--- src/rtl/dmem_port_arbiter.sv ---
// -----------------------------------------------------------------------------
// dmem_port_arbiter
//
// Shares the single-port data memory between the pipeline MEM stage and one
// auxiliary requester (loader / debug / DMA). The pipeline normally wins. An
// aux request that has been denied for MAX_WAIT consecutive cycles is granted
// unconditionally. If the pipeline also wants the memory on that cycle, it is
// stalled for that one cycle and re-presents its access on the next cycle.
//
// The memory is clocked on ~clk, so m_q is valid in the same cycle as the
// request. Because of this, grant and mux are purely combinational, and only
// the aux read data is registered.
//
// Parameters
//   ADDR_W    memory word-address width
//   DATA_W    data width
//   MAX_WAIT  denied aux cycles before a forced grant (1..15)
//
// Ports
//   clk       system clock, rising edge
//   rst       synchronous reset, active-low
//   p_rden    pipeline MEM-stage read enable
//   p_wren    pipeline MEM-stage write enable
//   p_addr    pipeline address
//   p_wdata   pipeline store data (already forwarded)
//   p_rdata   pipeline load data, to MEM/WB
//   p_stall   freeze PC, IF/ID, ID/EX, EX/MEM; flush MEM/WB this cycle
//   a_req     aux request, held until a_gnt
//   a_we      aux write (1) / read (0), valid with a_req
//   a_addr    aux address
//   a_wdata   aux write data
//   a_gnt     aux access performed this cycle
//   a_rvalid  aux read data valid, one-cycle pulse
//   a_rdata   aux read data, registered
//   m_addr    dataMemory address
//   m_wdata   dataMemory write data
//   m_rden    dataMemory read enable
//   m_wren    dataMemory write enable
//   m_q       dataMemory read data
// -----------------------------------------------------------------------------
module dmem_port_arbiter #(
   parameter int ADDR_W   = 8,
   parameter int DATA_W   = 32,
   parameter int MAX_WAIT = 4
) (
   input  logic              clk,
   input  logic              rst,
   input  logic              p_rden,
   input  logic              p_wren,
   input  logic [ADDR_W-1:0] p_addr,
   input  logic [DATA_W-1:0] p_wdata,
   output logic [DATA_W-1:0] p_rdata,
   output logic              p_stall,
   input  logic              a_req,
   input  logic              a_we,
   input  logic [ADDR_W-1:0] a_addr,
   input  logic [DATA_W-1:0] a_wdata,
   output logic              a_gnt,
   output logic              a_rvalid,
   output logic [DATA_W-1:0] a_rdata,
   output logic [ADDR_W-1:0] m_addr,
   output logic [DATA_W-1:0] m_wdata,
   output logic              m_rden,
   output logic              m_wren,
   input  logic [DATA_W-1:0] m_q
);

   localparam logic [3:0] WAIT_MAX = 4'(MAX_WAIT);

   logic [3:0] wait_cnt;
   logic [3:0] wait_cnt_nxt;
   logic       p_act;
   logic       force_gnt;
   logic       p_own;

   // Arbitration. While reset is asserted nothing is granted and the pipeline
   // does not own the port, so no memory access can happen.
   always_comb begin
      p_act     = p_rden | p_wren;
      force_gnt = a_req & (wait_cnt == WAIT_MAX);
      a_gnt     = rst & a_req & (~p_act | force_gnt);
      // A forced grant takes the port away from the pipeline, which also
      // suppresses the stalled store for this cycle.
      p_own     = rst & p_act & ~a_gnt;
      p_stall   = rst & force_gnt & p_act;
   end

   // Memory port mux
   always_comb begin
      m_addr  = '0;
      m_wdata = '0;
      m_rden  = 1'b0;
      m_wren  = 1'b0;
      p_rdata = '0;
      if (a_gnt) begin
         m_addr  = a_addr;
         m_wdata = a_wdata;
         m_rden  = ~a_we;
         m_wren  = a_we;
      end else if (p_own) begin
         m_addr  = p_addr;
         m_wdata = p_wdata;
         m_rden  = p_rden;
         m_wren  = p_wren;
         p_rdata = m_q;
      end
   end

   // Wait counter next state. The counter never sits at WAIT_MAX for more
   // than one cycle, because a request there is always granted. This means
   // back-to-back forced stalls cannot occur.
   always_comb begin
      wait_cnt_nxt = wait_cnt;
      if (a_gnt | ~a_req) begin
         wait_cnt_nxt = 4'd0;
      end else if (wait_cnt != WAIT_MAX) begin
         wait_cnt_nxt = wait_cnt + 4'd1;
      end
   end

   always_ff @(posedge clk) begin
      if (!rst) begin
         wait_cnt <= 4'd0;
      end else begin
         wait_cnt <= wait_cnt_nxt;
      end
   end

   // ---- stage boundary: aux read data captured at the end of the grant cycle
   // A read in flight when reset hits is dropped, and no a_rvalid follows it.
   always_ff @(posedge clk) begin
      if (!rst) begin
         a_rvalid <= 1'b0;
         a_rdata  <= '0;
      end else if (a_gnt && !a_we) begin
         a_rvalid <= 1'b1;
         a_rdata  <= m_q;
      end else begin
         a_rvalid <= 1'b0;
      end
   end

endmodule

--- config.mk ---
export PLATFORM = sky130hd
export DESIGN_NAME = dmem_port_arbiter
export DESIGN_NICKNAME = d
export VERILOG_FILES = /design/src/rtl/dmem_port_arbiter.sv
export SDC_FILE = /design/constraint.sdc
export NUM_CORES = 1
export LEC_CHECK = 0
export ABC_AREA = 1
export BUFFER_PORTS_ARGS = -buffer_cell sky130_fd_sc_hd__buf_2
export CAP_MARGIN = 5
export CORE_AREA = 2 2 88 90
export CTS_CLUSTER_SIZE = 25
export DETAILED_ROUTE_END_ITERATION = 8
export DIE_AREA = 0 0 90 92
export PLACE_DENSITY_LB_ADDON = 0.3
export SYNTH_ARGS = -nofsm -noshare
export SYNTH_HDL_FRONTEND = slang
export SYNTH_SLANG_ARGS = --single-unit
--- constraint.sdc ---
create_clock -name clk -period 3.5 [get_ports clk]
set_input_delay 0.35 -clock clk [delete_from_list [all_inputs] [get_ports clk]]
set_output_delay 0.35 -clock clk [all_outputs]
set_load 0.02 [all_outputs]
==> impl_metrics.env <==
export IMPL_grt_use_total_pct=20.3
export IMPL_power_leakage_uw=0.00253
export IMPL_fillerInstances=781
export IMPL_start_util_pct=35.4
export IMPL_ys_warn_count=0
export IMPL_cts_tree="yes"
export IMPL_drcViolationCount=0
export IMPL_dieArea_um2=8280
export IMPL_worstSetupPathType="reg2out"
export IMPL_rrSetupSlack_ns=1.64
export IMPL_syn_avg_cell_area_um2=5.51
export IMPL_clock_skew_final_ns=0.00828
export IMPL_place_port_buffers=226
export IMPL_io_pins=227
export IMPL_vias_per_cell=4.41
export IMPL_clock_path_buffers=2
export IMPL_cpPeakStageDelay_ns=0.44
export IMPL_ys_top_cells_by_area="dfxtp_1, nand2_1, inv_1, nor2_1, nand3_1"
export IMPL_setup_tns_ns=0
export IMPL_max_cap_violations=0
export IMPL_slowest_stage="nand2_2"
export IMPL_dp_hpwl_um=6730
export IMPL_clk_latency_ns=0.28
export IMPL_syn_inst=479
export IMPL_worst_pin_slew_ns=0.952
export IMPL_drive_gt1_share_pct=35.6
export IMPL_synth_top_area_share_pct=28.1
export IMPL_htreeDepth=2
export IMPL_hold_violations=0
export IMPL_cpMostUsedCell="nand2_2"
export IMPL_dp_cells=780
export IMPL_ir_worst_vdd_mv=0.141
export IMPL_dieHeight_um=92
export IMPL_slew_viol_final=0
export IMPL_cts_sinks=37
export IMPL_worstPathArrival_ns=2.77
export IMPL_grt_pass1_vias=3105
export IMPL_cp_top_family="simple AND/OR/NAND/NOR gates"
export IMPL_nets=805
export IMPL_gr_total_overflow=0
export IMPL_cts_resized=0
export IMPL_grt_max_degree=43
export IMPL_rows=32
export IMPL_clockRootBuffer="clkbuf_8"
export IMPL_powerDensity_nw_per_um2=298
export IMPL_slew_headroom_pct=36.1
export IMPL_setup_violations=0
export IMPL_final_util_pct=52.2
export IMPL_yosysTopAreaCell="dfxtp_1"
export IMPL_max_freq_mhz=320
export IMPL_post_cts_buffers=0
export IMPL_synth_cell_area_um2=2640
export IMPL_cts_buffers=5
export IMPL_clk_transition_reported_paths_ns=0.07
export IMPL_vias=3475
export IMPL_cp_max_fo=34
export IMPL_synth_nets=599
export IMPL_hp_class="in2reg"
export IMPL_hold_buffers=0
export IMPL_core_area_um2=7450
export IMPL_layout_cells_non_filler=788
export IMPL_startpoint_type="register"
export IMPL_multi_input_comb_area_um2=1350
export IMPL_fin_crit_ns=3.12
export IMPL_drt_initial_drc_count=126
export IMPL_min_period_over_period_pct=89.2
export IMPL_gp_congestion=0.850
export IMPL_n_antenna_cell=0
export IMPL_path_cells="inv_1 > ha_1 > nand3_2 > nand2_4 > nand2_2 > nand2_2 > o21ai_0 > buf_2"
export IMPL_antenna_found_initial=0
export IMPL_rsz0062_at_grt="false"
export IMPL_grt_first_pass_wirelength_um=13900
export IMPL_seq_area_um2=741
export IMPL_ys_seq_area_share_pct=28.1
export IMPL_power_total_uw=1160
export IMPL_dr_pass1_iters=4
export IMPL_ys_ff_latch=37
export IMPL_areaGrowthSynthToFinish_pct=47.5
export IMPL_ant_nets=0
export IMPL_wl_per_cell_um=11.1
export IMPL_cp_required_ns=3.15
export IMPL_cp_num_buf_inv=2
export IMPL_end_kind="output port"
export IMPL_drt_total_wl_um=8730
export IMPL_die_w_um=90
export IMPL_status="finished clean"
export IMPL_ys_types=22
-- per-layer routing --
| metal | vias up | GRT usage (%) | part of all wire [%] |
|---|---|---|---|
| met5 | - | 0 | 0 |
| met4 | 0 | 6.67 | 2.1 |
| met3 | 12 | 4.11 | 7.0 |
| met2 | 160 | 38.1 | 50 |
| met1 | 1467 | 22.8 | 41 |
| li1 | 1836 | - | - |
-- cell families after synthesis --
| kind of cell | synth area share, % |
|---|---|
| XOR/XNOR | 0.332 |
| AND/OR/NAND/NOR | 48.8 |
| adder cells (fa/ha/maj) | 0.949 |
| buffers and inverters | 20.7 |
| AO/OA/AOI/OAI | 1.14 |
| flip-flops | 28.1 |
-- cells in the mapped netlist, drive strengths merged --
master / number
nand3: 44
xnor2: 1
inv: 104
dfxtp: 37
nand4: 33
o21ai: 2
nand2: 152
clkbuf: 3
ha: 2
a211oi: 1
clkinv: 1
o21a: 1
a21oi: 1
buf: 28
nor2: 69
-- cells in the final DEF, fill, tap and decap left out, types with 2 or more instances in the layout --
| cell | count |
|---|---|
| o21ai_0 | 2 |
| buf_4 | 4 |
| nand2_1 | 149 |
| clkbuf_8 | 6 |
| buf_2 | 226 |
| dfxtp_1 | 37 |
| nand3_1 | 42 |
| inv_2 | 2 |
| nor2_1 | 69 |
| nand4_1 | 33 |
| nand2_2 | 2 |
| inv_1 | 102 |
| ha_1 | 2 |
-- worst register-to-register path, delay by kind of cell (launching register included) --
kind / cells / cell delay, ns
adder cells (fa/ha/maj): 1 / 0.20
buffers and inverters: 2 / 0.12
flip-flops: 1 / 0.33
AND/OR/NAND/NOR: 5 / 1.16
-- power by group --
part           switching, uW  internal [uW]
Clock                    148            232
Combinational            217            127
Sequential              4.60            430
Total                    370            789
-- metrics by stage --
stage	setup slack [ns]	hold WS (ns)	area [um^2]
2_1_floorplan	1.66	0.430	2640
3_3_place_gp	0.773	0.450	3770
3_5_place_dp	0.658	0.456	3770
4_1_cts	0.337	0.395	3890
5_1_grt	0.118	0.427	3890
6_report	0.378	0.404	3890
-- final timing paths --
| check | depth (start not counted) | start | to |
|---|---|---|---|
| max reg2reg | 8 | wait_cnt[0]$_SDFFE_PP0P_ | a_rdata[15]$_SDFFE_PN0P_ |
| min | 5 | m_q[28] | a_rdata[28]$_SDFFE_PN0P_ |
| min reg2reg | 1 | wait_cnt[0]$_SDFFE_PP0P_ | wait_cnt[0]$_SDFFE_PP0P_ |
| max | 8 | wait_cnt[0]$_SDFFE_PP0P_ | m_rden |
-- final cells by class --
cell class,instances,share of cell area [%]
Multi-Input combinational cell,306,34.7
Timing Repair Buffer,230,29.8
Clock inverter,1,0.772
Clock buffer,7,2.22
Tap cell,102,3.28
Sequential cell,37,19.0
Inverter,105,10.1
-- registers in the layout (all words and copies together) (netlist names) --
| name | count |
|---|---|
| a_rvalid | 1 |
| a_rdata | 32 |
| wait_cnt | 4 |
Power figures use the tool's default switching activity.
